## config.mk

```make
export PLATFORM = sky130hd
export DESIGN_NAME = s2p_framed_flat
export DESIGN_NICKNAME = d
export VERILOG_FILES = /design/src/rtl/s2p_framed_if.sv /design/src/rtl/s2p_framed.sv /design/src/flat_wrapper.sv
export SDC_FILE = /design/constraint.sdc
export NUM_CORES = 1
export LEC_CHECK = 0
export BUFFER_PORTS_ARGS = -buffer_cell sky130_fd_sc_hd__buf_2
export CAP_MARGIN = 0
export CORE_ASPECT_RATIO = 1.2
export CORE_UTILIZATION = 45
export DETAILED_ROUTE_END_ITERATION = 8
export HOLD_SLACK_MARGIN = 0.08
export PLACE_DENSITY = 0.74
export SLEW_MARGIN = 10
export SYNTH_ARGS = -nofsm -noshare
export SYNTH_HDL_FRONTEND = slang
export SYNTH_SLANG_ARGS = --single-unit
```

## constraint.sdc

```tcl
create_clock -name clk -period 1.65 [get_ports clk]
set_input_delay 0.165 -clock clk [delete_from_list [all_inputs] [get_ports clk]]
set_output_delay 0.165 -clock clk [all_outputs]
set_load 0.02 [all_outputs]
```

## src/rtl/s2p_framed_if.sv

```systemverilog
// Parallel-side and serial-side signal bundle for the s2p_framed deserialiser.
// master: the deserialiser itself; slave: the serial source / parallel sink around it.
interface s2p_framed_if #(
    parameter int WIDTH = 8
);
    logic             load;
    logic             serin;
    logic [WIDTH-1:0] parout;
    logic             par_valid;
    logic             par_ready;
    logic             overrun;
    logic             parity_err;

    modport master (
        input  load, serin, par_ready,
        output parout, par_valid, overrun, parity_err
    );

    modport slave (
        output load, serin, par_ready,
        input  parout, par_valid, overrun, parity_err
    );
endinterface

```

## src/rtl/s2p_framed.sv

```systemverilog
// Serial-to-parallel deserialiser with a registered valid/ready output and sticky overrun.
// Define S2P_FRAMED_PARITY_EN to consume a trailing even-parity bit per word.
module s2p_framed #(
    parameter int WIDTH     = 8,
    parameter bit LSB_FIRST = 1'b0
) (
    input  logic         clk,
    input  logic         rst,
    s2p_framed_if.master bus
);

`ifdef S2P_FRAMED_PARITY_EN
    localparam int FRAME = WIDTH + 1;
`else
    localparam int FRAME = WIDTH;
`endif
    localparam int CW = $clog2(FRAME);

    typedef enum logic {
        IDLE,
        SHIFT
    } state_t;

    state_t           state_q, state_d;
    logic [CW-1:0]    bcnt_q, bcnt_d;
    logic [WIDTH-1:0] shreg_q, shreg_shift, word;
    logic             done, shift_en;
    logic [WIDTH-1:0] parout_q;
    logic             valid_q, overrun_q;

    // Bit order is fixed at elaboration, so only one of these shifts survives synthesis.
    always_comb begin
        if (LSB_FIRST) shreg_shift = {bus.serin, shreg_q[WIDTH-1:1]};
        else           shreg_shift = {shreg_q[WIDTH-2:0], bus.serin};
    end

    // NOTE: every output of this block gets a default first so no latch is inferred on idle paths.
    always_comb begin
        state_d = state_q;
        bcnt_d  = bcnt_q;
        done    = 1'b0;
        if (bus.load) begin
            case (state_q)
                IDLE: begin
                    bcnt_d  = CW'(1);
                    state_d = SHIFT;
                end
                SHIFT: begin
                    if (bcnt_q == CW'(FRAME - 1)) begin
                        bcnt_d  = '0;
                        state_d = IDLE;
                        done    = 1'b1;
                    end else begin
                        bcnt_d = bcnt_q + CW'(1);
                    end
                end
                default: begin
                    bcnt_d  = '0;
                    state_d = IDLE;
                end
            endcase
        end
    end

`ifdef S2P_FRAMED_PARITY_EN
    // The parity bit is checked but never shifted, so the data word is already complete.
    logic perr_d, perr_q;
    assign shift_en = bus.load && (bcnt_q < CW'(WIDTH));
    assign word     = shreg_q;
    assign perr_d   = ^{shreg_q, bus.serin};
`else
    assign shift_en = bus.load;
    assign word     = shreg_shift;
`endif

    // NOTE: sequential state uses non-blocking assignments so every register samples pre-edge values.
    always_ff @(posedge clk) begin
        if (rst) begin
            state_q <= IDLE;
            bcnt_q  <= '0;
            shreg_q <= '0;
        end else begin
            state_q <= state_d;
            bcnt_q  <= bcnt_d;
            if (shift_en) shreg_q <= shreg_shift;
        end
    end

    // A completing word wins over a plain handshake; it is only dropped when the holder is stalled.
    always_ff @(posedge clk) begin
        if (rst) begin
            parout_q  <= '0;
            valid_q   <= 1'b0;
            overrun_q <= 1'b0;
`ifdef S2P_FRAMED_PARITY_EN
            perr_q    <= 1'b0;
`endif
        end else if (done) begin
            if (!valid_q || bus.par_ready) begin
                parout_q <= word;
                valid_q  <= 1'b1;
`ifdef S2P_FRAMED_PARITY_EN
                perr_q   <= perr_d;
`endif
            end else begin
                overrun_q <= 1'b1;
            end
        end else if (valid_q && bus.par_ready) begin
            valid_q <= 1'b0;
        end
    end

    assign bus.parout    = parout_q;
    assign bus.par_valid = valid_q;
    assign bus.overrun   = overrun_q;
`ifdef S2P_FRAMED_PARITY_EN
    assign bus.parity_err = perr_q;
`else
    assign bus.parity_err = 1'b0;
`endif

endmodule

```

## src/flat_wrapper.sv

```systemverilog
// flat-port wrapper written by rule: the top's interface ports become plain ports
module s2p_framed_flat 
#(
    parameter int WIDTH     = 8,
    parameter bit LSB_FIRST = 1'b0
)
  (clk, rst, bus_load, bus_serin, bus_par_ready, bus_parout, bus_par_valid, bus_overrun, bus_parity_err);
  s2p_framed_if #(.WIDTH(WIDTH)) bus_i ();
  input  logic clk;
  input  logic rst;
  input wire logic [$bits(bus_i.load)-1:0] bus_load;
  input wire logic [$bits(bus_i.serin)-1:0] bus_serin;
  input wire logic [$bits(bus_i.par_ready)-1:0] bus_par_ready;
  output wire logic [$bits(bus_i.parout)-1:0] bus_parout;
  output wire logic [$bits(bus_i.par_valid)-1:0] bus_par_valid;
  output wire logic [$bits(bus_i.overrun)-1:0] bus_overrun;
  output wire logic [$bits(bus_i.parity_err)-1:0] bus_parity_err;
  assign bus_i.load = bus_load;
  assign bus_i.serin = bus_serin;
  assign bus_i.par_ready = bus_par_ready;
  assign bus_parout = bus_i.parout;
  assign bus_par_valid = bus_i.par_valid;
  assign bus_overrun = bus_i.overrun;
  assign bus_parity_err = bus_i.parity_err;
  s2p_framed #(.WIDTH(WIDTH), .LSB_FIRST(LSB_FIRST)) u_core (.clk(clk), .rst(rst), .bus(bus_i));
endmodule
```

==> results of run 1 <==
## registers in the layout, indices dropped and copies added, names as in the netlist
signal                count
u_core.shreg_q            7
u_core.bcnt_q             3
u_core.state_q            1
u_core.bus.par_valid      1
u_core.bus.overrun        1
u_core.bus.parout         8
## cell type report
| class | count | area [um^2] |
|---|---|---|
| multi-input combinational | 58 | 398 |
| sequential | 21 | 420 |
| fill | 174 | 868 |
| timing repair buffer | 17 | 92.6 |
| tap | 19 | 23.8 |
| clock buffer | 4 | 26.3 |
## how the worst max path moves through the flow
| stage | endpoint | slack, ns | from |
|---|---|---|---|
| 6_report | u_core.bus.parout[0] | 0.14 | u_core.bcnt_q[0] |
| 5_1_grt | u_core.bus.parout[0] | 0.02 | u_core.bcnt_q[0] |
| 4_1_cts | u_core.bus.parout[0] | 0.01 | u_core.bcnt_q[0] |
| 3_5_place_dp | u_core.bus.parout[0] | 0.03 | u_core.bcnt_q[0] |
| 3_3_place_gp | u_core.bus.parout[0] | 0.10 | u_core.bcnt_q[0] |
| 2_1_floorplan | u_core.bus.parout[6] | 0.19 | u_core.bcnt_q[0] |
## Yosys cell counts (all sizes together)
master  count  area [um^2]
o211ai      1         7.51
nor2b       1         6.26
conb        1         3.75
a41oi       1         8.76
nand4b      1         8.76
a31oi       1         6.26
clkbuf      3         31.3
nand2b      2         12.5
mux2i       7         70.1
o21ai      10         50.1
or3b        8         70.1
dfxtp      21          420
a21oi      10         50.1
nand3       2         22.5
buf         4         35.0
ha          2         25.0
nor2       11         41.3
## tightest hold or removal path, stage by stage
cell and delay, ns:
buf_2 0.08, mux2i_1 0.06, nor2_1 0.07
## metrics by stage
step	hold WS (ns)	utilization [%]	cell area, um^2	std cells	total power, W
2_1_floorplan	0.234	-	870	86	0.000567
3_3_place_gp	0.421	49.5	905	113	0.000570
3_5_place_dp	0.436	49.5	905	113	0.000572
4_1_cts	0.111	50.9	931	117	0.000813
5_1_grt	0.111	52.5	961	119	0.000831
6_report	0.117	52.5	961	119	0.000808
## repair_timing
action	CTS	global route
hold endpoints to repair	0	0
gates resized for setup	0	3
endpoints found under the setup margin	0	9
setup buffers	0	2
## power by group through the flow
| stage | Clock, W | Sequential (W) | Combinational, W |
|---|---|---|---|
| after CTS | 0.000252 | 0.000522 | 0.0000386 |
| after global placement | 0 | 0.000533 | 0.0000377 |
| final | 0.000247 | 0.000522 | 0.0000389 |
| after global routing | 0.000265 | 0.000523 | 0.0000428 |
| after detailed placement | 0 | 0.000533 | 0.0000386 |
| after floorplan | 0 | 0.000531 | 0.0000355 |
## cells by family (layout without fill, tap and decap cells)
group / count (synthesis) / after routing / synth area share, %
and+or+nand+nor: 25 / 25 / 18.6
AOI/OAI and AO/OA: 23 / 23 / 14.1
DFF: 21 / 21 / 48.3
muxes: 7 / 7 / 8.06
buffers and inverters: 7 / 21 / 7.63
adders and majority gates: 2 / 2 / 2.88
other: 1 / 1 / 0.431
## layer usage
layer	GRT usage (%)	vias to the layer above
li1	-	331
met1	15.9	289
met2	26.3	14
met3	1.44	3
met4	10.9	0
met5	0	-
==> results.sh, run 1 <==
export IMPL_io_pins=16
export IMPL_crit_cells=5
export IMPL_reg2reg_from="u_core.bcnt_q[0]"
export IMPL_powerDensity_mw_per_mm2=841
export IMPL_drc=1
export IMPL_min_path_type="input port to flip-flop"
export IMPL_p_int_w=0.000624
export IMPL_synth_sequential_area_ratio_pct=48.3
export IMPL_clkPwrFrac_pct=30.6
export IMPL_slew_headroom_pct=66.0
export IMPL_clock_insertion_delay_worst_skew_ns=0.31
export IMPL_area_delta_synth_final_pct=10.5
export IMPL_clkTransAtPathRegs_ns=0.11
export IMPL_core_mm2=0.00183
export IMPL_grt_overflow_total=0
export IMPL_ys_types=22
export IMPL_r2r_cells=5
export IMPL_fmax_ghz=0.662
export IMPL_wl_um=1400
export IMPL_p_leak_nw=0.386
export IMPL_setup_slack_ns=0.139
export IMPL_row_count=17
export IMPL_worstMarginPinSlew_ns=0.507
export IMPL_fin_worst_skew_ns=0.00757
export IMPL_dieArea_mm2=0.00211
export IMPL_cts_buffers=3
export IMPL_grt_pass1_vias=551
export IMPL_start_kind="flip-flop"
export IMPL_die_h_um=50.2
export IMPL_critPathKind="flip-flop to flip-flop"
export IMPL_wl_per_cell_um=11.7
export IMPL_fp_dieW_um=42.1
export IMPL_final_min_clock_period_ns=1.51
export IMPL_reg2reg_to="u_core.bus.parout[0]"
export IMPL_final_cell_mix="21 x dfxtp_1, 14 x buf_2, 11 x nor2_1"
export IMPL_ys_ff_latch=21
export IMPL_io_buffer_count=14
export IMPL_finalMaxSlewViolations=0
export IMPL_endpoint_kind="flip-flop"
export IMPL_finalCritPeriodShare_pct=91.6
export IMPL_antenna_found_initial=0
export IMPL_hold_viol_final=0
export IMPL_synth_warnings=0
export IMPL_hold_path_end="u_core.shreg_q[0]"
export IMPL_final_common_cell="dfxtp_1"
export IMPL_holdBufCountCts=0
export IMPL_setup_violations=0
export IMPL_drive_above_1_share_pct=26.0
export IMPL_violations="design-rule violations"
export IMPL_initial_core_util_pct=47.5
export IMPL_syn_inst=86
export IMPL_synth_nets=93
export IMPL_max_stage_delay_ns=0.46
export IMPL_worstPathCellList="ha_1 -> ha_4 -> nand3_4 -> or3b_2 -> a21oi_1"
export IMPL_avgSynthCellArea_um2=10.1
export IMPL_rsz0062_at_grt="false"
export IMPL_top_layer="met4"
export IMPL_cp_data_arrival_time_ns=1.75
export IMPL_grt_pass1_wl_um=2370
export IMPL_cp_top_family="simple AND/OR/NAND/NOR gates"
export IMPL_wl_met2_um=688
export IMPL_vdd_drop_max_mv=0.326
export IMPL_pre_cts_slack_ns=0.0317
export IMPL_grt_max_degree=22
export IMPL_dpl_hpwl_um=968
export IMPL_wl_met3_um=32
export IMPL_routedLengthMet1_um=648
export IMPL_netlist_area_um2=870
export IMPL_min_from="bus_serin"
export IMPL_cp_required_ns=1.89
export IMPL_status="complete, but fails checks"
export IMPL_firstDrtPassIters=5
export IMPL_fin_setup_tns_ns=0
export IMPL_dr_total_vias=637
export IMPL_nNetsFinal=108
export IMPL_seqPwrFrac_pct=64.6
export IMPL_cts_root_buffer="clkbuf_4"
export IMPL_p_sw_w=0.000184
export IMPL_crit_fanout=13
export IMPL_hold_depth=3
export IMPL_gp_congestion=0.697
export IMPL_grt_usage_pct=14.8
export IMPL_crit_buf_inv=0
export IMPL_clock_sinks=21
export IMPL_r2r_slack_ns=0.14
export IMPL_drv_cap=0
export IMPL_drt_initial_drc_count=3
export IMPL_combPwrFrac_pct=4.8
export IMPL_insertedDiodeCount=0
export IMPL_swShare_pct=22.8
export IMPL_cts_tree="done"
export IMPL_cts_htree_levels=1
export IMPL_avgViaCountPerCell=5.35
export IMPL_critPathSlowestCell="or3b_2"
export IMPL_cts_buffer_depth=2
export IMPL_final_antenna_net_count=0
Note: power is estimated with default switching activity, not from simulation.
==> run 2, diff against run 1 <==
- CORE_UTILIZATION: 45 -> 36
- CTS_BUF_LIST: unset -> sky130_fd_sc_hd__clkbuf_8
- PLACE_DENSITY: 0.74 -> 0.63
==> results.sh, run 2 (synthesis results as in run 1) <==
export IMPL_final_cell_mix="21 x dfxtp_1, 14 x buf_2, 11 x nor2_1"
export IMPL_final_common_cell="dfxtp_1"
export IMPL_status="complete, no violations"
export IMPL_p_leak_nw=0.391
export IMPL_io_pins=16
export IMPL_core_mm2=0.00228
export IMPL_drive_above_1_share_pct=26.3
export IMPL_antenna_found_initial=0
export IMPL_area_delta_synth_final_pct=13.8
export IMPL_finalMaxSlewViolations=0
export IMPL_vdd_drop_max_mv=0.365
export IMPL_wl_um=1480
export IMPL_power_w=0.000889
export IMPL_grt_pass1_wl_um=2410
export IMPL_firstDrtPassIters=4
export IMPL_initial_core_util_pct=38.1
export IMPL_endpoint_kind="flip-flop"
export IMPL_seqPwrFrac_pct=58.8
export IMPL_swShare_pct=21.7
export IMPL_clkTransAtPathRegs_ns=0.07
export IMPL_layout_cells_non_filler=130
export IMPL_wl_per_cell_um=11.4
export IMPL_insertedDiodeCount=0
export IMPL_cp_required_ns=1.85
export IMPL_final_core_util_pct=43.4
export IMPL_fin_setup_tns_ns=0
export IMPL_nNetsFinal=107
export IMPL_avgViaCountPerCell=4.95
export IMPL_crit_fanout=15
export IMPL_row_count=19
export IMPL_powerDensity_mw_per_mm2=898
export IMPL_finalCritPeriodShare_pct=93.2
export IMPL_grt_max_degree=22
export IMPL_combPwrFrac_pct=4.4
export IMPL_cts_tree="done"
export IMPL_setup_violations=0
export IMPL_drt_initial_drc_count=2
export IMPL_cts_htree_levels=1
export IMPL_cts_root_buffer="clkbuf_8"
export IMPL_r2r_slack_ns=0.11
export IMPL_die_h_um=55.8
export IMPL_start_kind="flip-flop"
export IMPL_final_antenna_net_count=0
export IMPL_drv_cap=0
export IMPL_final_min_clock_period_ns=1.54
export IMPL_fin_worst_skew_ns=0.00458
export IMPL_critPathKind="flip-flop to flip-flop"
export IMPL_dpl_hpwl_um=965
export IMPL_io_buffer_count=14
export IMPL_p_sw_w=0.000193
export IMPL_clkPwrFrac_pct=36.8
export IMPL_cts_buffers=3
export IMPL_holdBufCountCts=0
export IMPL_gp_congestion=0.731
export IMPL_rsz0062_at_grt="false"
export IMPL_clock_insertion_delay_worst_skew_ns=0.26
export IMPL_cp_data_arrival_time_ns=1.73
export IMPL_grt_pass1_vias=564
export IMPL_p_int_w=0.000696
export IMPL_dr_total_vias=644
export IMPL_slew_headroom_pct=64.9
export IMPL_cts_buffer_depth=2
export IMPL_hold_viol_final=0
export IMPL_drc=0
export IMPL_grt_overflow_total=0
export IMPL_fmax_ghz=0.651
export IMPL_dp_cells=125
export IMPL_fp_dieW_um=46.9
export IMPL_grt_usage_pct=12.7
export IMPL_dieArea_mm2=0.00262
export IMPL_clock_sinks=21
export IMPL_min_path_type="input port to flip-flop"
export IMPL_largest_register_ffs=8
export IMPL_worstMarginPinSlew_ns=0.524
run 2: layer usage:
layer  track usage, %  vias to the layer above  wire length, um
met2             19.2                       12              684
met3             1.95                        5               35
met5                0                        -                0
li1                 -                      327                -
met4             8.57                        0               42
met1             15.8                      300              721
run 2: timing repair:
action	4_1_cts	5_1_grt
setup buffers	0	1
setup endpoints to repair	3	4
resized for setup	1	3
pin swaps	0	1
endpoints found under the hold margin	0	0
run 2: area by class of cell:
| type | count | area, um^2 |
|---|---|---|
| Clock buffer | 3 | 41.3 |
| Tap cell | 31 | 38.8 |
| Timing Repair Buffer | 16 | 85.1 |
| Sequential cell | 21 | 420 |
| Multi-Input combinational cell | 58 | 400 |
| Fill cell | 228 | 1290 |
| Clock inverter | 1 | 3.75 |
run 2: worst max-delay path, stage by stage, from the launching register on:
cell and delay [ns]:
dfxtp_1 0.36, ha_2 0.21, ha_4 0.17, nand3_4 0.13
or3b_2 0.48, a21oi_1 0.12
run 2: worst paths after layout:
path | from | to | depth (start not counted)
worst max-delay path | u_core.bcnt_q[0] | u_core.bus.parout[0] | 5
worst min-delay path | bus_serin | u_core.shreg_q[0] | 3
worst min register to register | u_core.bus.parout[4] | u_core.bus.parout[4] | 2
worst max register to register | u_core.bcnt_q[0] | u_core.bus.parout[0] | 5
run 2: power by group through the flow:
stage | clock network [W] | registers [W] | logic, W
floorplan | 0 | 0.000531 | 0.0000355
global placement | 0 | 0.000533 | 0.0000380
detailed placement | 0 | 0.000534 | 0.0000383
CTS | 0.000327 | 0.000522 | 0.0000389
global route | 0.000354 | 0.000523 | 0.0000439
finish | 0.000327 | 0.000522 | 0.0000394
run 2: through the flow:
step | hold slack (ns) | instance area, um^2 | worst slack [ns]
after floorplan | 0.234 | 870 | 0.186
after global placement | 0.420 | 920 | 0.0999
after detailed placement | 0.426 | 920 | -0.0164
after CTS | 0.161 | 967 | 0.0334
after global routing | 0.191 | 990 | 0.00667
final | 0.157 | 990 | 0.113
==> run 3, diff against run 2 <==
- RECOVER_POWER: unset -> 25
==> results.sh, run 3 (synthesis results as in run 1) <==
export IMPL_status="complete, no violations"
export IMPL_io_pins=16
export IMPL_r2r_slack_ns=0.11
export IMPL_fin_area_um2=985
export IMPL_final_min_clock_period_ns=1.54
export IMPL_final_core_util_pct=43.1
export IMPL_worstMarginPinSlew_ns=0.779
export IMPL_grt_max_degree=22
export IMPL_p_leak_nw=0.385
export IMPL_drt_initial_drc_count=2
export IMPL_min_path_type="input port to flip-flop"
export IMPL_critPathKind="flip-flop to flip-flop"
export IMPL_cp_data_arrival_time_ns=1.73
export IMPL_cp_required_ns=1.85
export IMPL_initial_core_util_pct=38.1
export IMPL_core_mm2=0.00228
export IMPL_clock_sinks=21
export IMPL_drc=0
export IMPL_avgViaCountPerCell=5.01
export IMPL_cts_buffer_depth=2
export IMPL_crit_path_end="u_core.bus.parout[0]"
export IMPL_min_from="bus_serin"
export IMPL_firstDrtPassIters=4
export IMPL_r2r_cells=5
export IMPL_final_antenna_net_count=0
export IMPL_wl_um=1500
export IMPL_reg2reg_to="u_core.bus.parout[0]"
export IMPL_placed_area_um2=920
export IMPL_slew_headroom_pct=48.0
export IMPL_grt_overflow_total=0
export IMPL_fin_worst_skew_ns=0.00490
export IMPL_fill_cells=230
export IMPL_dpl_hpwl_um=965
export IMPL_cts_tree="done"
export IMPL_powerDensity_mw_per_mm2=902
export IMPL_cts_root_buffer="clkbuf_8"
export IMPL_dr_total_vias=651
export IMPL_drv_cap=0
export IMPL_fin_setup_tns_ns=0
export IMPL_nNetsFinal=107
export IMPL_insertedDiodeCount=0
export IMPL_die_h_um=55.8
export IMPL_clkTransAtPathRegs_ns=0.07
export IMPL_clock_insertion_delay_worst_skew_ns=0.26
export IMPL_gp_congestion=0.731
export IMPL_cts_buffers=3
export IMPL_drive_above_1_share_pct=24.2
export IMPL_cp_startpoint="u_core.bcnt_q[0]"
export IMPL_setup_slack_ns=0.112
export IMPL_largest_register_ffs=8
export IMPL_row_count=19
export IMPL_io_buffer_count=14
export IMPL_grt_pass1_vias=564
export IMPL_final_common_cell="dfxtp_1"
export IMPL_finalMaxSlewViolations=0
export IMPL_vdd_drop_max_mv=0.365
export IMPL_rsz0062_at_grt="false"
export IMPL_wl_per_cell_um=11.6
export IMPL_finalCritPeriodShare_pct=93.2
export IMPL_cts_htree_levels=1
export IMPL_dieArea_mm2=0.00262
export IMPL_fp_dieW_um=46.9
export IMPL_endpoint_kind="flip-flop"
export IMPL_grt_pass1_wl_um=2410
export IMPL_antenna_found_initial=0
export IMPL_pre_cts_slack_ns=-0.0164
export IMPL_hold_viol_final=0
export IMPL_reg2reg_from="u_core.bcnt_q[0]"
export IMPL_setup_violations=0
export IMPL_crit_fanout=15
export IMPL_final_cell_mix="21 x dfxtp_1, 13 x buf_2, 11 x nor2_1"
export IMPL_grt_usage_pct=12.7
export IMPL_start_kind="flip-flop"
export IMPL_holdBufCountCts=0
export IMPL_area_delta_synth_final_pct=13.2
export IMPL_fmax_ghz=0.650
-- run 3: cell types whose count changed in the layout (fill, tap and decap cells not counted) --
cell,delta
buf_2,-1
clkbuf_1,+2
buf_4,-1
-- run 3: worst max-delay path, cell delays in order (launching register included) --
cell	delay, ns
dfxtp_1	0.36
ha_2	0.21
ha_4	0.17
nand3_4	0.13
or3b_2	0.48
a21oi_1	0.13
-- run 3: how the worst min path moves through the flow --
stage / end / slack (ns) / cells after the start
global route: u_core.shreg_q[0] / 0.19 / 3
CTS: u_core.shreg_q[0] / 0.16 / 3
finish: u_core.shreg_q[0] / 0.16 / 3
detailed placement: u_core.shreg_q[0] / 0.43 / 3
floorplan: u_core.bus.parout[7] / 0.23 / 1
global placement: u_core.shreg_q[0] / 0.42 / 3
-- run 3: per-layer routing --
metal	track usage (%)	vias up	share of wire, %	wire, um
li1	-	328	-	-
met1	15.8	303	49	732
met2	19.2	15	45	676
met3	1.95	5	3.4	51
met4	8.57	0	2.8	42
met5	0	-	0	0
-- run 3: where the power goes --
part / total (W) / internal [W] / switching, W / leakage, nW
clock: 0.000327 / 0.000166 / 0.000161 / 0.0269
combinational: 0.0000384 / 0.0000148 / 0.0000236 / 0.188
sequential: 0.000522 / 0.000514 / 0.00000858 / 0.170
total: 0.000888 / 0.000695 / 0.000194 / 0.385
-- run 3: timing repair --
action                                  4_1_cts  5_1_grt
gates cloned                                  0        0
pin swaps                                     0        1
setup buffers                                 0        1
endpoints found under the setup margin        3        4
gates resized for setup                       1        3
-- run 3: final cells by class --
type / instances / area, um^2 / area share, %
multi-input combinational: 58 / 400 / 40.7
sequential: 21 / 420 / 42.7
clock inverter: 1 / 3.75 / 0.381
clock buffer: 3 / 41.3 / 4.19
tap: 31 / 38.8 / 3.94
timing repair buffer: 16 / 80.1 / 8.13
-- run 3: stage by stage --
stage / hold slack (ns) / total power (W) / std cells
CTS: 0.161 / 0.000888 / 129
finish: 0.159 / 0.000888 / 130
global placement: 0.420 / 0.000571 / 125
floorplan: 0.234 / 0.000567 / 86
global route: 0.192 / 0.000920 / 130
detailed placement: 0.426 / 0.000572 / 125
